$ cat config.mk
export PLATFORM = sky130hd
export DESIGN_NAME = sb_param_cfg
export DESIGN_NICKNAME = d
export VERILOG_FILES = /design/src/rtl/sb_param_cfg.sv
export SDC_FILE = /design/constraint.sdc
export NUM_CORES = 1
export LEC_CHECK = 0
export ABC_AREA = 1
export BUFFER_PORTS_ARGS = -buffer_cell sky130_fd_sc_hd__buf_4
export CORE_UTILIZATION = 36
export DETAILED_ROUTE_END_ITERATION = 6
export PLACE_DENSITY = 0.74
export SETUP_SLACK_MARGIN = 0.15
export SYNTH_ARGS = -nofsm -noshare
export SYNTH_HDL_FRONTEND = slang
export SYNTH_SLANG_ARGS = --single-unit
$ cat constraint.sdc
create_clock -name prog_clk -period 1.15 [get_ports prog_clk]
set_clock_uncertainty 0.1 [all_clocks]
set_input_delay 0.0575 -clock prog_clk [delete_from_list [all_inputs] [get_ports prog_clk]]
set_output_delay 0.0575 -clock prog_clk [all_outputs]
set_load 0.05 [all_outputs]
$ cat src/rtl/sb_param_cfg.sv
`default_nettype none
// ============================================================================
// Module   : sb_param_cfg
// Brief    : Fabric-edge switch block. Outer tracks are driven by configurable
//            muxes whose selects come from a ccff-loaded shadow register that
//            is copied into the active set only on an explicit commit.
// Revision : 1.0 - initial release
// ============================================================================
module sb_param_cfg #(
    parameter int CHAN_WIDTH = 9,
    parameter int NMUX       = 2,
    parameter int MUX_SIZE   = 2
) (
    input  logic                         prog_clk,
    input  logic                         pReset_n,
    input  logic                         ccff_head,
    input  logic                         cfg_shift_en,
    input  logic                         cfg_commit,
    output logic                         ccff_tail,
    input  logic [CHAN_WIDTH-1:0]        chany_top_in,
    input  logic [CHAN_WIDTH-1:0]        chanx_left_in,
    input  logic [NMUX*(MUX_SIZE-1)-1:0] top_pin_in,
    input  logic [NMUX*(MUX_SIZE-1)-1:0] left_pin_in,
    output logic [CHAN_WIDTH-1:0]        chany_top_out,
    output logic [CHAN_WIDTH-1:0]        chanx_left_out,
    output logic                         cfg_count_ok,
    output logic                         cfg_active_valid,
    output logic                         cfg_commit_err,
    output logic                         cfg_sel_err
);

    localparam int SEL_W = (MUX_SIZE > 2) ? $clog2(MUX_SIZE) : 1;
    localparam int TOTAL = 2 * NMUX * SEL_W;
    localparam int NPIN  = MUX_SIZE - 1;
    localparam int CNT_W = $clog2(TOTAL + 1);

    localparam logic [CNT_W-1:0] c_cnt_full = CNT_W'(TOTAL);
    localparam logic [CNT_W-1:0] c_cnt_one  = CNT_W'(1);

    logic [TOTAL-1:0] r_shadow;
    logic [TOTAL-1:0] r_active;
    logic [CNT_W-1:0] r_count;
    logic             r_active_valid;
    logic             r_commit_err;
    logic             r_sel_err;

    logic             w_full;
    logic             w_commit_ok;

    // True when any select field in a configuration word names a missing input.
    function automatic logic any_bad_sel(input logic [TOTAL-1:0] cfg);
        logic        bad;
        logic [31:0] s;
        bad = 1'b0;
        for (int m = 0; m < 2 * NMUX; m++) begin
            s = 32'(cfg[m*SEL_W +: SEL_W]);
            if (s >= 32'(MUX_SIZE)) bad = 1'b1;
        end
        return bad;
    endfunction

    // Select 0 is the track, 1..NPIN are grid pins, anything larger drives 0.
    function automatic logic mux_pick(input logic [SEL_W-1:0] sel,
                                      input logic             trk,
                                      input logic [NPIN-1:0]  pins);
        logic        o;
        logic [31:0] s;
        s = 32'(sel);
        o = (s == 32'd0) ? trk : 1'b0;
        for (int p = 0; p < NPIN; p++) begin
            if (s == 32'(p + 1)) o = pins[p];
        end
        return o;
    endfunction

    assign w_full      = (r_count == c_cnt_full);
    assign w_commit_ok = cfg_commit & w_full;

    always_ff @(posedge prog_clk or negedge pReset_n) begin
        if (!pReset_n) begin
            r_shadow       <= '0;
            r_active       <= '0;
            r_count        <= '0;
            r_active_valid <= 1'b0;
            r_commit_err   <= 1'b0;
            r_sel_err      <= 1'b0;
        end else begin
            if (cfg_shift_en) begin
                r_shadow <= {r_shadow[TOTAL-2:0], ccff_head};
            end

            // Commit samples the pre-edge shadow even when a shift shares the edge.
            if (w_commit_ok) begin
                r_active       <= r_shadow;
                r_active_valid <= 1'b1;
                r_commit_err   <= 1'b0;
                r_sel_err      <= any_bad_sel(r_shadow);
            end else if (cfg_commit) begin
                r_commit_err   <= 1'b1;
            end

            if (w_commit_ok) begin
                r_count <= cfg_shift_en ? c_cnt_one : '0;
            end else if (cfg_shift_en && !w_full) begin
                r_count <= r_count + c_cnt_one;
            end
        end
    end

    assign ccff_tail        = r_shadow[TOTAL-1];
    assign cfg_count_ok     = w_full;
    assign cfg_active_valid = r_active_valid;
    assign cfg_commit_err   = r_commit_err;
    assign cfg_sel_err      = r_sel_err;

    // Top mux k sits at field 2*NMUX-1-k, left mux k at field NMUX-1-k.
    for (genvar k = 0; k < NMUX; k++) begin : g_mux
        localparam int TRK = (k % 2 == 0) ? (k / 2) : (CHAN_WIDTH - 1 - k / 2);

        assign chany_top_out[k]  = mux_pick(r_active[(2*NMUX-1-k)*SEL_W +: SEL_W],
                                            chanx_left_in[TRK],
                                            top_pin_in[k*NPIN +: NPIN]);
        assign chanx_left_out[k] = mux_pick(r_active[(NMUX-1-k)*SEL_W +: SEL_W],
                                            chany_top_in[TRK],
                                            left_pin_in[k*NPIN +: NPIN]);
    end

    for (genvar j = NMUX; j < CHAN_WIDTH; j++) begin : g_pass
        assign chany_top_out[j]  = chanx_left_in[CHAN_WIDTH-1-j+NMUX/2];
        assign chanx_left_out[j] = chany_top_in[CHAN_WIDTH-1-j+NMUX/2];
    end

endmodule
`default_nettype wire

==> reports/metrics.csv <==
metric,value,unit
status,"complete, but fails checks",
failed_checks,setup timing,
die_y,47.29,um
synth_area,738.2,um^2
wire_per_inst,10.82,um
drv_slew,0,
crit_path_max_fanout,3,
holdWs,2.479,ps
rr_endpoint,r_active[3],
final_common_cell,buf_4,
first_pass_iters,4,
cts_tree,yes,
die_x,47.29,um
period_minus_slack,1314,ps
place_hpwl,952.1,um
grt_pass1_wl,1.994,mm
remaining_drc_errors,0,
pwr_density_cell,2329,nW/um^2
io_pins,50,
via_per_inst,4.512,
gr-usage-all-layers,12.80,%
dp.cells,112,
wl,1.353,mm
root_buffer,clkbuf_4,
drive_gt1_share,55.10,%
grt_overflow_total,0,
cts.path.max_buffers,2,
grt_start_max_net_pins,15,
worstHoldPathType,input port to flip-flop,
ant_nets,0,
cts_buffers,3,
criticalPathCategory,flip-flop to primary output,
drt_iter0_drc,5,
synth_cell_types,18,
worstPathArrival,1160,ps
numPortBuffers,20,
synth_area_per_cell,9.464,um^2
holdPathEnd,r_shadow[0],
crit_required,990,ps
holdCritStartpoint,cfg_shift_en,
finalSetupTns,-1304,ps
worst_slack,-163.7,ps
finalSetupViolCount,13,
cts.sinks,13,
yosys_warnings,0,
antennaDiodeCount,0,
start_kind,flip-flop,
clk_latency,260,ps
max_freq,761.2,MHz
layoutNonFillerInstCount,125,
final_net_count,128,
clk_pin_slew,80,ps
ir_drop,0.0009102,V
seqCellArea,326.6,um^2
rows,16,
worstHoldPathCells,2,
dpl-instance-area,853.3,um^2
start_util,38.02,%
r2r_cells,6,
hold_violations,0,
multi_input_area,297.8,um^2
rsz0062_at_grt,true,
syn2layout_area_growth,40.00,%
globalplace.congestion,0.8028,
grt_pass1_vias,511,
final_cell_mix,"20 x buf_4, 12 x dfrtp_1, 9 x nand2_1, 6 x inv_1",
antenna_found_initial,0,
vias,564,
ys_seq_area_share,44.07,%
cap_violations,0,
core,1942,um^2
p_leak,0.5140,nW
dieArea,2236,um^2
worstSetupEndpointType,primary output,
r2r_slack,-90,ps
timing.final.crit_share,114.2,%
post-route-cell-area,1033,um^2
syn_nets,107,
r2r-start,r_count[0],
ys_ff_latch,13,
fillCellCount,176,
htreeDepth,1,
synthCells,78,
-- cells by family after synthesis --
group	after synthesis	synth area share [%]
other	1	0.5080
flip-flops	13	44.07
buffers and inverters	26	22.03
multiplexers	4	6.101
AO/OA/AOI/OAI	10	9.152
adder cells (fa/ha/maj)	2	3.389
AND/OR/NAND/NOR	22	14.75
-- metrics by stage --
stage          power (mW)  utilization, %  setup slack (ps)
6_report            2.407           53.22            -163.7
5_1_grt             2.557           53.22            -225.4
4_1_cts             2.344           51.48            -174.5
3_5_place_dp        1.818           43.94            -104.5
3_3_place_gp        1.779           43.94            -45.90
2_1_floorplan       1.639               -            -182.7
-- Yosys cell counts --
cell type   n  area share (%)
a21oi_1     1            0.68
buf_2       1            0.68
buf_4      15              15
buf_6       1             1.5
conb_1      1            0.51
dfrtp_1    13              44
ha_1        2             3.4
inv_1       9             4.6
mux2_2      4             6.1
nand2_1    11             5.6
nand2_2     2             1.7
nand3_1     5             3.4
nand3_2     2             2.7
nand4_1     1            0.85
nor2_1      1            0.51
o21a_1      1             1.0
o21ai_0     4             2.7
o21ai_2     4             4.7
-- final cells by class --
type                    count  share of cell area (%)
inverters                   9                   3.632
repair buffers             33                   30.15
multi-input cells          39                   28.81
clock buffers               4                   2.542
flip-flops and latches     13                   31.60
well taps                  27                   3.269
-- timing repair --
action / in CTS / in global routing
setup buffers: 6 / 0
hold buffers: 3 / 0
endpoints found under the setup margin: 16 / 16
hold endpoints to repair: 16 / 0
gates resized for setup: 13 / 9
pin swaps: 0 / 1
-- critical path, stage by stage (launching register included) --
cell        delay, ps
dfrtp_1           360
inv_2              50
ha_4              170
nand2_4            70
clkinvlp_4         90
buf_8             150
-- worst max path at each step --
stage / from / end / slack (ps)
2_1_floorplan: r_count[1] / r_count[0] / -180
5_1_grt: r_count[1] / cfg_count_ok / -230
3_3_place_gp: r_count[0] / r_active[3] / -50
4_1_cts: r_count[1] / cfg_count_ok / -170
6_report: r_count[1] / cfg_count_ok / -160
3_5_place_dp: r_count[0] / r_active[3] / -100
-- sequential cells by signal, indices dropped and copies added, names as in the netlist --
register          count
r_count               3
cfg_commit_err        1
cfg_active_valid      1
r_active              4
r_shadow              4
-- per-layer routing --
metal  global-route usage [%]  part of all wire [%]
met1                    14.59                    38
met2                    22.74                    56
met3                    2.308                   6.1
met4                    6.286                     0
met5                        0                     0
-- power by group --
group	switching (mW)	leakage [nW]	internal, mW
Clock	0.133	0.0150	0.134
Combinational	0.705	0.344	0.699
Sequential	0.125	0.155	0.611
Power figures use the tool's default switching activity.
